**src/rtl/mmm_pkg.sv**
```systemverilog
// Core-wide widths, boot vector and fetch-stage types.
package mmm_pkg;

    localparam int XLEN        = 32;
    localparam int ILEN        = 32;
    localparam int FETCH_DEPTH = 4;

    localparam logic [XLEN-1:0] BOOT_PC = 32'h0000_1000;

    typedef struct packed {
        logic [XLEN-1:0] pc;
        logic [ILEN-1:0] instr;
        logic            fault;
        logic            filled;
    } fetch_entry_t;

endpackage

```
**src/rtl/fetch_buffer.sv**
```systemverilog
// In-order fetch buffer: entries are allocated at issue, filled by responses, popped by decode.
// Latency: a fill is visible at the head on the cycle after it is written.
// Backpressure: none internally; the owner never allocates into a full buffer.
module fetch_buffer
    import mmm_pkg::*;
#(
    parameter int DEPTH = FETCH_DEPTH,
    localparam int AW   = $clog2(DEPTH)
) (
    input  logic             clk_i,
    input  logic             rst_i,
    input  logic             clear,
    input  logic             alloc,
    input  logic [XLEN-1:0]  alloc_pc,
    input  logic             fill,
    input  logic [ILEN-1:0]  fill_instr,
    input  logic             fill_err,
    input  logic             pop,
    output fetch_entry_t     head,
    output logic [AW:0]      occupied,
    output logic [AW:0]      unfilled
);

    fetch_entry_t entries [DEPTH];

    // One extra pointer bit distinguishes full from empty, so both counts come from subtraction.
    logic [AW:0] alloc_ptr;
    logic [AW:0] fill_ptr;
    logic [AW:0] head_ptr;

    always_ff @(posedge clk_i) begin
        if (rst_i || clear) begin
            alloc_ptr <= '0;
            fill_ptr  <= '0;
            head_ptr  <= '0;
            for (int i = 0; i < DEPTH; i++) begin
                entries[i].filled <= 1'b0;
            end
        end else begin
            if (alloc) begin
                entries[alloc_ptr[AW-1:0]] <= '{pc: alloc_pc, instr: '0, fault: 1'b0, filled: 1'b0};
                alloc_ptr <= alloc_ptr + 1'b1;
            end
            if (fill) begin
                entries[fill_ptr[AW-1:0]].instr  <= fill_err ? '0 : fill_instr;
                entries[fill_ptr[AW-1:0]].fault  <= fill_err;
                entries[fill_ptr[AW-1:0]].filled <= 1'b1;
                fill_ptr <= fill_ptr + 1'b1;
            end
            if (pop) begin
                entries[head_ptr[AW-1:0]].filled <= 1'b0;
                head_ptr <= head_ptr + 1'b1;
            end
        end
    end

    assign head     = entries[head_ptr[AW-1:0]];
    assign occupied = alloc_ptr - head_ptr;
    assign unfilled = alloc_ptr - fill_ptr;

endmodule

```
**src/rtl/fetch_stage.sv**
```systemverilog
// Instruction fetch: one memory read per accepted PC, in-order delivery of (pc, instr, fault) to decode.
// Latency: response in cycle N is offered to decode in cycle N+1; no bypass.
// Backpressure: issue stalls once buffered plus discarded reads reach DEPTH; decode stalls via decode_ready_i.
module fetch_stage
    import mmm_pkg::*;
#(
    parameter int XLEN  = mmm_pkg::XLEN,
    parameter int ILEN  = mmm_pkg::ILEN,
    parameter int DEPTH = FETCH_DEPTH
) (
    input  logic             clk_i,
    input  logic             rst_i,
    input  logic             flush_i,
    input  logic [XLEN-1:0]  pc_i,
    output logic             pc_ready_o,
    output logic             mem_req_valid_o,
    input  logic             mem_req_ready_i,
    output logic [XLEN-1:0]  mem_addr_o,
    input  logic             mem_resp_valid_i,
    input  logic [ILEN-1:0]  mem_resp_data_i,
    input  logic             mem_resp_err_i,
    output logic             instr_valid_o,
    input  logic             decode_ready_i,
    output logic [ILEN-1:0]  instr_o,
    output logic [XLEN-1:0]  instr_pc_o,
    output logic             instr_fault_o
);

    localparam int AW = $clog2(DEPTH);
    localparam int CW = AW + 2;

    fetch_entry_t head;
    logic [AW:0]  occupied;
    logic [AW:0]  unfilled;
    logic [AW:0]  discard_cnt;
    logic [CW-1:0] inflight;
    logic         accept;
    logic         fill;
    logic         pop;

    // Discarded reads still occupy memory slots, so they count against the outstanding cap.
    assign inflight        = CW'(occupied) + CW'(discard_cnt);
    assign mem_req_valid_o = !rst_i && !flush_i && (inflight < CW'(DEPTH));
    assign mem_addr_o      = pc_i;
    assign accept          = mem_req_valid_o && mem_req_ready_i;
    assign pc_ready_o      = !rst_i && (flush_i || accept);

    assign instr_valid_o   = !rst_i && !flush_i && head.filled;
    assign pop             = instr_valid_o && decode_ready_i;
    assign instr_o         = head.instr;
    assign instr_pc_o      = head.pc;
    assign instr_fault_o   = head.fault;

    assign fill = !rst_i && !flush_i && mem_resp_valid_i && (discard_cnt == '0);

    // On flush, every read still owed becomes a discard, less the one answered this cycle.
    always_ff @(posedge clk_i) begin
        if (rst_i) begin
            discard_cnt <= '0;
        end else if (flush_i) begin
            discard_cnt <= discard_cnt + unfilled - (AW+1)'(mem_resp_valid_i);
        end else if (mem_resp_valid_i && (discard_cnt != '0)) begin
            discard_cnt <= discard_cnt - 1'b1;
        end
    end

    fetch_buffer #(
        .DEPTH (DEPTH)
    ) u_buf (
        .clk_i      (clk_i),
        .rst_i      (rst_i),
        .clear      (flush_i),
        .alloc      (accept),
        .alloc_pc   (pc_i),
        .fill       (fill),
        .fill_instr (mem_resp_data_i),
        .fill_err   (mem_resp_err_i),
        .pop        (pop),
        .head       (head),
        .occupied   (occupied),
        .unfilled   (unfilled)
    );

endmodule

```
**config.mk**
```make
export PLATFORM = sky130hd
export DESIGN_NAME = fetch_stage
export DESIGN_NICKNAME = d
export VERILOG_FILES = /design/src/rtl/mmm_pkg.sv /design/src/rtl/fetch_buffer.sv /design/src/rtl/fetch_stage.sv
export SDC_FILE = /design/constraint.sdc
export NUM_CORES = 1
export LEC_CHECK = 0
export ABC_AREA = 1
export CORE_MARGIN = 3
export CORE_UTILIZATION = 50
export CTS_CLUSTER_DIAMETER = 200
export CTS_CLUSTER_SIZE = 25
export DETAILED_ROUTE_END_ITERATION = 8
export PLACE_DENSITY = 0.84
export REMOVE_ABC_BUFFERS = 1
export SYNTH_ARGS = -nofsm -noshare
export SYNTH_HDL_FRONTEND = slang
export SYNTH_SLANG_ARGS = --single-unit
```
**constraint.sdc**
```tcl
create_clock -name clk_i -period 4.2 [get_ports clk_i]
set_input_delay 0.63 -clock clk_i [delete_from_list [all_inputs] [get_ports clk_i]]
set_output_delay 0.63 -clock clk_i [all_outputs]
set_load 0.005 [all_outputs]
```
### Yosys cells after proc, flatten, opt, wreduce, memory -nomap -nowiden

Memory sizes are Yosys's and may differ from the RTL's. A register that Yosys moved wholly into a read port is not among the register bits.
Index checks and enable logic that the tools add are counted.

* magnitude comparators: 1
* multipliers: 0
* reductions and logical operators: 19
* $add $sub $neg: 9
* divide/modulo/power cells: 0
* shift-type cells: 0
* equal/unequal tests: 0
* bitwise logic cells: 0
* muxes and demuxes: 25

Operators by type and width (number)
* 66-bit two-way mux: 3
* 66-bit OR reduction: 3
* 32-bit two-way mux: 1
* 2-bit two-way mux: 7
* 1-bit two-way mux: 11
* 3-bit by 1-bit adder with 3-bit output, second input constant: 3
* 1-bit logical AND: 9
* 3-bit two-way mux: 3
* 3-bit subtractor: 2
* 3-bit by 3-bit adder with 4-bit output: 1
* 4-bit by 3-bit < comparator with 1-bit output, second input constant: 1
* 3-bit adder: 1
* 3-bit logical NOT: 1
* 3-bit nonzero test: 1
* 3-bit by 1-bit subtractor with 3-bit output: 1
* 3-bit by 1-bit subtractor with 3-bit output, second input constant: 1
* 1-bit logical NOT: 2
* 1-bit logical OR: 2
* 2-bit nonzero test: 1

* input bits: 71
* ROM bits: 0
* bits in registers: 12
* bits in writable memories: 264
* logic and storage cells: 59
* memories: 1
* latch bits: 0

Memory list
* u_buf.entries: words 4, width 66, rd ports 1, clocked after memory_dff 1, wr ports 4, RTL line fetch_buffer.sv:24 `fetch_entry_t entries [DEPTH];`

### Logic depth before layout (Yosys ltp)

Gate-level depths: netlist of run 1.

* depth after elaboration: 10
* mapped depth: 15
* depth with buffers taken out: 15

### Cells and area by module

From an unflattened synthesis of run 1, not the netlist that was laid out.

* cells, all modules: 1035
* area total of the unflattened synthesis: 11910.2 µm²

Modules (own cells, without submodules)
* fetch_buffer: sequential area each 8107.8 µm², area each 11235.8 µm², times used 1, cells each 934
* fetch_stage: sequential area each 60.1 µm², area each 674.4 µm², times used 1, cells each 101

### Least setup slack after synthesis of run 1

Ideal clock, no wire load.

* path type: reg2reg
* start: register u_buf.alloc_ptr[0]
* end: memory u_buf.entries[0][10] (netlist bit) (enable)
* clock period less this slack: 3263 ps
* path buffers: 0
* setup slack: 937 ps
* library setup time: 391 ps
* required time: 3809 ps
* arrival: 2872 ps
* stages on the path, launching flop included: 15
* path through: dfxtp_1 -> inv_1 -> ha_1 -> inv_1 -> fa_1 -> xnor2_1 -> xor2_1 -> ha_1 -> inv_1 -> nand2_2 -> nor2_4 -> nand2_2 -> nor2_1 -> nand2_1 -> nand2_1

RTL lines
* start: declaration: RTL line fetch_buffer.sv:27 `logic [AW:0] alloc_ptr;`
* start signal: assignment: RTL line fetch_buffer.sv:42 `alloc_ptr <= alloc_ptr + 1'b1;`
* end: declaration: RTL line fetch_buffer.sv:24

### Worst setup path in the final report of run 1

* start: register u_buf.alloc_ptr[0]
* end: output port pc_ready_o

* longest elaborated chain between the ends: 7

RTL lines
* 3-bit subtractor: RTL line fetch_buffer.sv:58 `assign occupied = alloc_ptr - head_ptr;`
* 3-bit by 3-bit adder with 4-bit output: RTL line fetch_stage.sv:42 `assign inflight = CW'(occupied) + CW'(discard_cnt);`
* 4-bit by 3-bit < comparator with 1-bit output: RTL line fetch_stage.sv:43 `assign mem_req_valid_o = !rst_i && !flush_i && (inflight < CW'(DEPTH));`
* 1-bit logical AND: RTL line fetch_stage.sv:43
* 1-bit logical AND: RTL line fetch_stage.sv:45 `assign accept = mem_req_valid_o && mem_req_ready_i;`
* 1-bit logical OR: RTL line fetch_stage.sv:46 `assign pc_ready_o = !rst_i && (flush_i || accept);`
* 1-bit logical AND: RTL line fetch_stage.sv:46
* end: declaration: RTL line fetch_stage.sv:15 `output logic pc_ready_o,`

No other way between the ends.

==> results of run 1 <==
cells in the mapped netlist (15+ instances only):
cell type  instances  area (µm²)
buf_2             20         100
a21oi_1           15        75.1
ha_1              15         188
buf_4             32         240
dfxtp_1           18         360
nand2_1           61         229
o21ai_0          136         681
edfxtp_1         260        7810
nor2_1           277        1040
inv_1             35         131
o22ai_1           65         407
clkbuf_1          36         135
layer usage:
| metal | global-route usage | routed length [µm] | vias up |
|---|---|---|---|
| li1 | - | - | 3747 |
| met1 | 0.257 | 10400 | 3930 |
| met2 | 0.355 | 13300 | 350 |
| met3 | 0.0315 | 2120 | 34 |
| met4 | 0.0462 | 394 | 0 |
| met5 | 0 | 0 | - |
cells in the final DEF (no fill, tap or decap), drive strengths merged, types with 2 or more instances in the layout:
cell type,n
nor2,279
edfxtp,260
clkdlybuf4s50,170
o21ai,138
nand2,67
o22ai,65
inv,38
clkbuf,24
buf,19
dfxtp,18
a21oi,17
ha,15
nand3,10
fa,5
xor2,3
xnor2,2
nor3,2
a211oi,2
clkinv,2
how the worst min path moves through the flow:
stage / endpoint / cells after the start / startpoint
detailed placement: u_buf.entries[3][0] / 2 / u_buf.entries[3][0]
global placement: u_buf.entries[3][0] / 2 / u_buf.entries[3][0]
finish: u_buf.entries[3][0] / 2 / u_buf.entries[3][0]
CTS: u_buf.entries[3][0] / 2 / u_buf.entries[3][0]
global route: u_buf.entries[3][0] / 2 / u_buf.entries[3][0]
floorplan: u_buf.entries[3][0] / 2 / u_buf.entries[3][0]
logic make-up after synthesis:
kind of cell,synth area share
AOI/OAI and AO/OA,0.104
xor gates and xnor gates,0.00372
adders and majority gates,0.0245
buffers and inverters,0.0538
DFF,0.694
and+or+nand+nor,0.120
sequential cells by signal, summed over array words and instances, names as in the netlist, named ones only:
register         flops
discard_cnt          3
u_buf.alloc_ptr      3
u_buf.entries      264
u_buf.fill_ptr       3
u_buf.head_ptr       3
worst max-delay path, cell delays in order, from the launching register on:
cell             delay [ps]
dfxtp_1                 350
inv_1                   180
ha_1                    180
inv_1                    50
fa_1                    370
xnor2_1                 180
xor2_1                  180
ha_1                    250
inv_1                    60
nand2_2                  60
nor2_4                  140
nand2_2                 130
a21oi_1                 150
clkdlybuf4s50_1         520
power groups by stage:
stage,registers (mW),clock network (mW),logic [mW]
after CTS,3.14,1.55,0.542
after global placement,3.20,0,0.525
after global routing,3.14,1.66,0.590
after floorplan,3.19,0,0.234
final,3.14,1.52,0.538
after detailed placement,3.20,0,0.539
cell type report:
class                           count  area (µm²)  area share
Inverter                           39         149      0.0107
Clock buffer                       24         409      0.0293
Tap cell                          313         392      0.0281
Multi-Input combinational cell    607        2960       0.212
Clock inverter                      1        30.0     0.00215
Sequential cell                   278        8170       0.586
Timing Repair Buffer              189        1840       0.132
through the flow:
stage | power [mW] | hold slack (ps) | TNS (ps) | cell area, µm² | util
floorplan | 3.43 | 451 | -29400 | 11300 | -
global placement | 3.72 | 464 | 0 | 13500 | 0.592
detailed placement | 3.74 | 472 | 0 | 13500 | 0.592
CTS | 5.23 | 490 | 0 | 14000 | 0.611
global route | 5.39 | 543 | 0 | 14000 | 0.611
finish | 5.20 | 489 | 0 | 14000 | 0.611
==> impl_metrics.py, run 1 <==
metrics = {
    "clocking": {
        "cts_tree": "done",
        "cts.path.max_buffers": 3,
        "cts_root_buf": "clkbuf_16",
        "cts_setup_buffers": 0,
        "insertion_delay_ps": 480,
        "clk_pin_slew_ps": 100,
        "ctsResizeCount": 0,
        "cts.sinks": 278,
        "numCtsBuffers": 15,
        "cts_hold_buf": 0,
        "h-tree-depth": 1,
    },
    "setup_path": {
        "cp_data_required_time_ps": 3570,
        "r2r_slack_ps": 870,
        "crit_end": "pc_ready_o",
        "worstRegToRegCells": 15,
        "critical_path_class": "reg -> out",
        "worst_setup_path_start_kind": "flop",
        "r2r_start": "u_buf.alloc_ptr[0]",
        "crit_start": "u_buf.alloc_ptr[0]",
        "endpoint_kind": "primary output",
        "worstPathArrival_ps": 3290,
        "crit_fanout": 9,
        "crit-reg2reg-capture": "u_buf.entries[1][10]",
    },
    "synthesis": {
        "synthesis.yosys.warnings": 0,
        "syn_area_um2": 11800,
        "synth.avg_cell_area_um2": 11.6,
        "synth_cell_types": 30,
        "synth_seq_cells": 278,
        "ys.flop_type": "edfxtp_1",
        "synthArstFlopShare": 0,
        "synthCells": 1013,
        "seq_area_frac_synth": 0.694,
        "synth_edf_count": 260,
    },
    "placement": {
        "pre_cts_ws_ps": 663,
        "dp.cells": 1426,
        "dp_hpwl_mm": 15.5,
        "port_buffers": 170,
        "place.gp.congestion": 0.819,
    },
    "routing": {
        "wire_per_inst_um": 18.1,
        "drc": 0,
        "ant_nets": 0,
        "drt-total-wl_mm": 26.2,
        "first_pass_iters": 7,
        "drtIter0Drc": 602,
        "vias_per_cell": 5.56,
        "vias": 8061,
    },
    "power": {
        "seq_power_share": 0.604,
        "p_switching_mw": 1.14,
        "power_frac_comb": 0.104,
        "p_per_area_nw_per_um2": 372,
        "leakage_nw": 4.99,
        "p_int_mw": 4.05,
        "ir_drop_v": 0.000386,
        "swShare": 0.220,
        "clkPwrFrac": 0.293,
    },
    "timing": {
        "fin_crit_ps": 3920,
        "final-max-slew-violation-count": 0,
        "fmax_ghz": 0.255,
        "setup_viol": 0,
        "finalHoldViolCount": 0,
        "finalCritPeriodShare": 0.934,
        "rsz0062_at_grt": "false",
        "finClkSkew_ps": 26.9,
        "relSlewSlack": 0.323,
        "fin_ws_ps": 276,
        "worst_pin_slew_ps": 1020,
    },
    "grt": {
        "grt_pass1_vias": 7895,
        "grt.overflow.total": 0,
        "grt_antenna_before_repair": 0,
        "grt_pass1_wl_mm": 41.0,
        "grt_max_degree": 102,
        "track_usage": 0.199,
    },
    "floorplanning": {
        "die-area_um2": 25400,
        "die_h_um": 159,
        "core_area_um2": 22800,
        "rows": 55,
        "io_pins": 171,
        "die_w_um": 159,
        "start_util": 0.515,
    },
    "cells_and_area": {
        "areaGrowthSynthToFinish_pct": 18.7,
        "fill_cells": 1841,
        "num-nets-final": 1221,
        "n_antenna_cell": 0,
        "fin_cells": 1451,
        "layout-drive-gt1-share": 0.0475,
    },
    "flow_run": {
        "max_cap_violations": 0,
    },
    "hold_path": {
        "hold_path.class": "reg -> reg",
    },
    "status": {
        "status": "completed",
    },
}
(Power assumes the default switching activity.)
==> run 2: changes to the inputs <==
--- a/config.mk
+++ b/config.mk
@@ -11,7 +11,7 @@
 export CTS_CLUSTER_DIAMETER = 200
 export CTS_CLUSTER_SIZE = 25
 export DETAILED_ROUTE_END_ITERATION = 8
-export PLACE_DENSITY = 0.84
+export PLACE_DENSITY = 0.74
 export REMOVE_ABC_BUFFERS = 1
 export SYNTH_ARGS = -nofsm -noshare
 export SYNTH_HDL_FRONTEND = slang
==> impl_metrics.py, run 2 (synthesis gave the netlist of run 1 again) <==
metrics = {
    "clocking": {
        "clk_pin_slew_ps": 100,
        "cts.sinks": 278,
        "cts_tree": "done",
        "h-tree-depth": 1,
        "numCtsBuffers": 15,
        "ctsResizeCount": 0,
        "cts_setup_buffers": 0,
        "cts_root_buf": "clkbuf_16",
        "insertion_delay_ps": 480,
        "cts.path.max_buffers": 3,
        "cts_hold_buf": 0,
    },
    "grt": {
        "grt_antenna_before_repair": 1,
        "grt_pass1_vias": 7438,
        "grt.overflow.total": 0,
        "grt_max_degree": 74,
        "grt_pass1_wl_mm": 39.4,
        "track_usage": 0.193,
    },
    "cells_and_area": {
        "most-common-layout-cells": "nor2_1 (277), edfxtp_1 (260), clkdlybuf4s50_1 (170)",
        "layout_commonest_cell": "nor2_1",
        "regMostFlops": "u_buf.entries",
        "layout-drive-gt1-share": 0.0501,
        "fin_cells": 1451,
        "largest_register_ffs": 264,
        "areaGrowthSynthToFinish_pct": 19.0,
        "num-nets-final": 1220,
    },
    "hold_path": {
        "hold_path.class": "reg -> reg",
    },
    "routing": {
        "wire_per_inst_um": 17.5,
        "drtIter0Drc": 648,
        "ant_nets": 0,
        "drt-total-wl_mm": 25.4,
        "first_pass_iters": 5,
        "drc": 0,
        "vias_per_cell": 5.41,
        "vias": 7851,
    },
    "flow_run": {
        "max_cap_violations": 0,
    },
    "timing": {
        "fin_ws_ps": 310,
        "final-max-slew-violation-count": 0,
        "finalCritPeriodShare": 0.926,
        "rsz0062_at_grt": "false",
        "fin_crit_ps": 3890,
        "hold_ws_ps": 496,
        "setup_viol": 0,
        "finalHoldViolCount": 0,
        "finClkSkew_ps": 23.4,
        "worst_pin_slew_ps": 725,
        "relSlewSlack": 0.516,
        "fmax_ghz": 0.257,
    },
    "status": {
        "status": "completed",
    },
    "power": {
        "seq_power_share": 0.604,
        "p_per_area_nw_per_um2": 371,
        "ir_drop_v": 0.000301,
        "p_switching_mw": 1.14,
        "power_frac_comb": 0.103,
        "leakage_nw": 4.99,
        "p_int_mw": 4.05,
        "swShare": 0.220,
        "clkPwrFrac": 0.293,
    },
    "setup_path": {
        "worstPathArrival_ps": 3260,
        "crit_start": "u_buf.alloc_ptr[0]",
        "r2r_slack_ps": 920,
        "critical_path_class": "reg -> out",
        "r2r_start": "u_buf.alloc_ptr[0]",
        "crit_fanout": 9,
        "worst_setup_path_start_kind": "flop",
        "endpoint_kind": "primary output",
        "crit_end": "pc_ready_o",
        "cp_data_required_time_ps": 3570,
        "worstRegToRegCells": 15,
        "crit-reg2reg-capture": "u_buf.entries[0][25]",
    },
    "placement": {
        "dp.cells": 1425,
        "pre_cts_ws_ps": 730,
        "place.gp.congestion": 0.805,
        "port_buffers": 170,
        "dp_hpwl_mm": 14.6,
    },
    "floorplanning": {
        "die_w_um": 159,
        "die_h_um": 159,
        "core_area_um2": 22800,
        "io_pins": 171,
        "rows": 55,
        "die-area_um2": 25400,
        "start_util": 0.515,
    },
}
-- run 2: critical path, cell delays in order (launching register included) --
cell and delay [ps]:
dfxtp_1 340, inv_1 180, ha_1 180, inv_1 50, fa_1 370, xnor2_1 170
xor2_1 180, ha_1 250, inv_1 70, nand2_2 60, nor2_4 140, nand2_2 120
a21oi_1 140, clkdlybuf4s50_1 520
-- run 2: cell type report --
cell class / instances / area (µm²)
well taps: 313 / 392
fillers: 1818 / 8850
repair buffers: 188 / 1870
clock inverters: 1 / 30.0
flip-flops and latches: 278 / 8170
multi-input cells: 607 / 2970
inverters: 39 / 149
diodes: 1 / 2.50
clock buffers: 24 / 409
-- run 2: power groups by stage --
stage | clock network, mW | logic (mW) | registers (mW)
4_1_cts | 1.54 | 0.542 | 3.14
6_report | 1.52 | 0.535 | 3.14
5_1_grt | 1.65 | 0.595 | 3.14
2_1_floorplan | 0 | 0.234 | 3.19
3_3_place_gp | 0 | 0.530 | 3.20
3_5_place_dp | 0 | 0.539 | 3.20
-- run 2: through the flow --
stage / power (mW) / util / area, µm² / TNS, ps
6_report: 5.19 / 0.613 / 14000 / 0
5_1_grt: 5.38 / 0.613 / 14000 / 0
4_1_cts: 5.22 / 0.613 / 14000 / 0
3_5_place_dp: 3.74 / 0.593 / 13600 / 0
3_3_place_gp: 3.73 / 0.593 / 13600 / 0
2_1_floorplan: 3.43 / - / 11300 / -29400
-- run 2: worst min path at each step --
| stage | startpoint | endpoint | slack [ps] | depth (start not counted) |
|---|---|---|---|---|
| after floorplan | u_buf.entries[3][0] | u_buf.entries[3][0] | 450 | 2 |
| after global placement | u_buf.entries[3][0] | u_buf.entries[3][0] | 470 | 2 |
| after detailed placement | u_buf.entries[3][0] | u_buf.entries[3][0] | 470 | 2 |
| after CTS | u_buf.entries[3][0] | u_buf.entries[3][0] | 490 | 2 |
| after global routing | u_buf.entries[3][0] | u_buf.entries[3][0] | 530 | 2 |
| final | u_buf.fill_ptr[2] | u_buf.fill_ptr[2] | 500 | 2 |
-- run 2: metal layers --
layer | up-vias | wire (µm) | global-route usage
li1 | 3741 | - | -
met2 | 300 | 12400 | 0.332
met3 | 32 | 1760 | 0.0323
met1 | 3778 | 10800 | 0.259
met4 | 0 | 438 | 0.0438
met5 | - | 0 | 0
==> variant, RTL diff (config.mk and constraints of run 1) <==
Make the reset (`rst_i`) asynchronous in one clocked block.
--- a/src/rtl/fetch_stage.sv
+++ b/src/rtl/fetch_stage.sv
@@ -54,7 +54,7 @@
     assign fill = !rst_i && !flush_i && mem_resp_valid_i && (discard_cnt == '0);
 
     // On flush, every read still owed becomes a discard, less the one answered this cycle.
-    always_ff @(posedge clk_i) begin
+    always_ff @(posedge clk_i or posedge rst_i) begin
         if (rst_i) begin
             discard_cnt <= '0;
         end else if (flush_i) begin
Check against the original RTL: no difference found for any inputs over 4 cycles, from zero or initial values and one cycle with rst_i high; that may be too few to reach the edited logic, so the function may still have changed.
==> variant against run 1 <==
Setup slack got worse by 120 ps; combinational power rose by 21%; routed wire length rose by 1.9%; cell area rose by 0.26%; power rose by 2.7%; area after synthesis rose by 0.32%; sequential cell count did not move; cell count fell by 0.55%; critical path type unchanged; largest power group unchanged.
==> variant: results (changes against run 1) <==
{| class="wikitable"
! Metric !! Value
|-
| Worst hold-check path type || reg2reg
|-
| Final-layout fill cell count || 1732 (-5.9%)
|-
| Last weighted congestion value of the routability-driven placer || 0.759 (-7.3%)
|-
| Ant diodes || 0 (unchanged)
|-
| Crit path max-delay family || adder cells
|-
| Half-perimeter wire length after detailed placement || 15500 um (-0.11%)
|-
| Initial antenna violation count || 0 (unchanged)
|-
| Synthesized instance count || 1012 (-0.099%)
|-
| Register bank with the most flops || u_buf.entries
|-
| Drt first-iter violations || 807 (+34%)
|-
| Total of buffers placed on input and output ports || 170 (unchanged)
|-
| Total number of vias || 7930 (-1.6%)
|-
| Clock latency at the later pin of the worst-skew pair || 480 ps (about the same)
|-
| Number of flip-flops in the largest register || 264 (unchanged)
|-
| Max Fanout on Critical Path || 10 (+1)
|-
| Result of the run || finished, final reports clean
|-
| Max Root-Sink Buffers || 3 (unchanged)
|-
| Drt via density || 5.50 (-1.1%)
|-
| Proportion of synthesized chip area in sequential cells || 69.3% (-0.094 points)
|-
| Async set-reset flop share out of synthesis || 1.08% (+1.1 points)
|-
| MaxCap Viol Count || 0 (unchanged)
|-
| Synth cell types || 33 (+10%)
|-
| Clock-pin transition on the worst setup and hold timing paths || 90 ps
|-
| Critical Path Slowest Stage Cell || sky130_fd_sc_hd__clkdlybuf4s50_1
|-
| Inserted Clock Buffers || 15 (unchanged)
|-
| Number of placed instances with taps included || 1422 (-0.28%)
|-
| Main area contributors after synthesis || sky130_fd_sc_hd__edfxtp_1, sky130_fd_sc_hd__nor2_1, sky130_fd_sc_hd__o21ai_0
|-
| Maximum number of pins on one net before global-route repair || 111 (+8.8%)
|-
| Maximum level of the CTS H-tree || 1 (unchanged)
|-
| Leakage power of the design || 4.75 nW (-4.8%)
|-
| Overall track demand over capacity in global routing || 20.5% (+0.64 points)
|-
| Maximum vdd ir drop || 0.000385 V (-0.16%)
|-
| Final wirelength || 26700 um (+1.9%)
|-
| Count of TritonRoute iterations in the first routing pass || 5 (-2)
|-
| Commonest cells in the synthesized netlist || sky130_fd_sc_hd__nor2_1, sky130_fd_sc_hd__edfxtp_1, sky130_fd_sc_hd__o21ai_0
|-
| Global-route wire length before repair || 42400 um (+3.6%)
|-
| Vias in the first global route || 8145 (+3.2%)
|-
| Layout Nets || 1217 (-0.33%)
|-
| Instance area at placement || 13600 um^2 (+0.25%)
|-
| Remaining max-slew budget at the tightest pin || 26.8% (-5.5 points)
|-
| Share of cells above drive strength 1 || 5.22% (+0.48 points)
|-
| Post-Route Skew || 21.6 ps (-5.32 ps)
|}
==> variant: cell types whose count changed after synthesis, sizes merged, moves of 2 or more <==
cell    delta
inv        +3
xor2       +3
dfrtp      +3
nand3      -2
nor2       -2
a211oi     -2
dfxtp      -3
nand2      -2
==> variant: per-stage QoR <==
step | hold WS (ps) | setup TNS (ps) | setup slack, ps | power, W
6_report | 481 | 0 | 157 | 0.00533
3_3_place_gp | 465 | 0 | 799 | 0.00386
3_5_place_dp | 469 | 0 | 627 | 0.00388
4_1_cts | 481 | 0 | 90.8 | 0.00536
5_1_grt | 501 | -12.7 | -12.7 | 0.00554
2_1_floorplan | 384 | -29380 | -566 | 0.00353
==> variant: cell families (layout without fill, tap and decap cells) <==
logic type / count (synthesis) / count (layout) / synth area share, %
AO/OA/AOI/OAI: 222 / 222 / 10.3
XOR/XNOR: 8 / 8 / 0.594
adder cells (fa/ha/maj): 20 / 20 / 2.44
buffers and inverters: 132 / 250 / 5.56
flip-flops: 278 / 278 / 69.3
AND/OR/NAND/NOR: 352 / 352 / 11.7
==> variant: tightest hold or removal path, cell delays in order, from the launching register on <==
cell and delay [ps]:
sky130_fd_sc_hd__dfxtp_1 330, sky130_fd_sc_hd__inv_1 60, sky130_fd_sc_hd__a21oi_1 60
==> variant: worst paths after layout <==
| kind | startpoint | endpoint | slack [ps] | cells after the start |
|---|---|---|---|---|
| worst max-delay path | u_buf.alloc_ptr[0] | pc_ready_o | 160 | 13 |
| worst min-delay path | u_buf.fill_ptr[2] | u_buf.fill_ptr[2] | 480 | 2 |
| worst max register to register | u_buf.alloc_ptr[0] | u_buf.entries[0][16] | 830 | 15 |
| worst min register to register | u_buf.fill_ptr[2] | u_buf.fill_ptr[2] | 480 | 2 |
| max in group asynchronous | rst_i | discard_cnt[0] | 3560 | 2 |
| min in group asynchronous | rst_i | discard_cnt[2] | 500 | 2 |
==> variant: routing by layer <==
metal	global-route usage, %	share of wire [%]	vias to the layer above
met5	0.189	0	-
met4	4.58	1.8	0
met3	3.63	7.8	36
met2	36.2	50	344
met1	26.7	40	3823
li1	-	-	3727
==> variant: layout make-up <==
type                       count  area [um^2]  share of cell area [%]
clock buffer                  20          394                    2.82
clock inverter                 1         30.0                   0.215
timing repair buffer         187         1840                    13.2
multi-input combinational    602         2990                    21.4
inverter                      42          160                    1.14
tap                          313          392                    2.80
sequential                   278         8190                    58.5
==> variant: report_power, final <==
| part | internal [W] | switching [W] | total (W) |
|---|---|---|---|
| Clock | 0.000677 | 0.000833 | 0.00151 |
| Sequential | 0.00313 | 0.0000434 | 0.00317 |
| Combinational | 0.000312 | 0.000338 | 0.000650 |
| Total | 0.00412 | 0.00121 | 0.00533 |
==> variant: repair_timing <==
action                                  4_1_cts  5_1_grt
endpoints found under the setup margin        0        1
gates resized for setup                       0        4
setup buffers                                 0        0
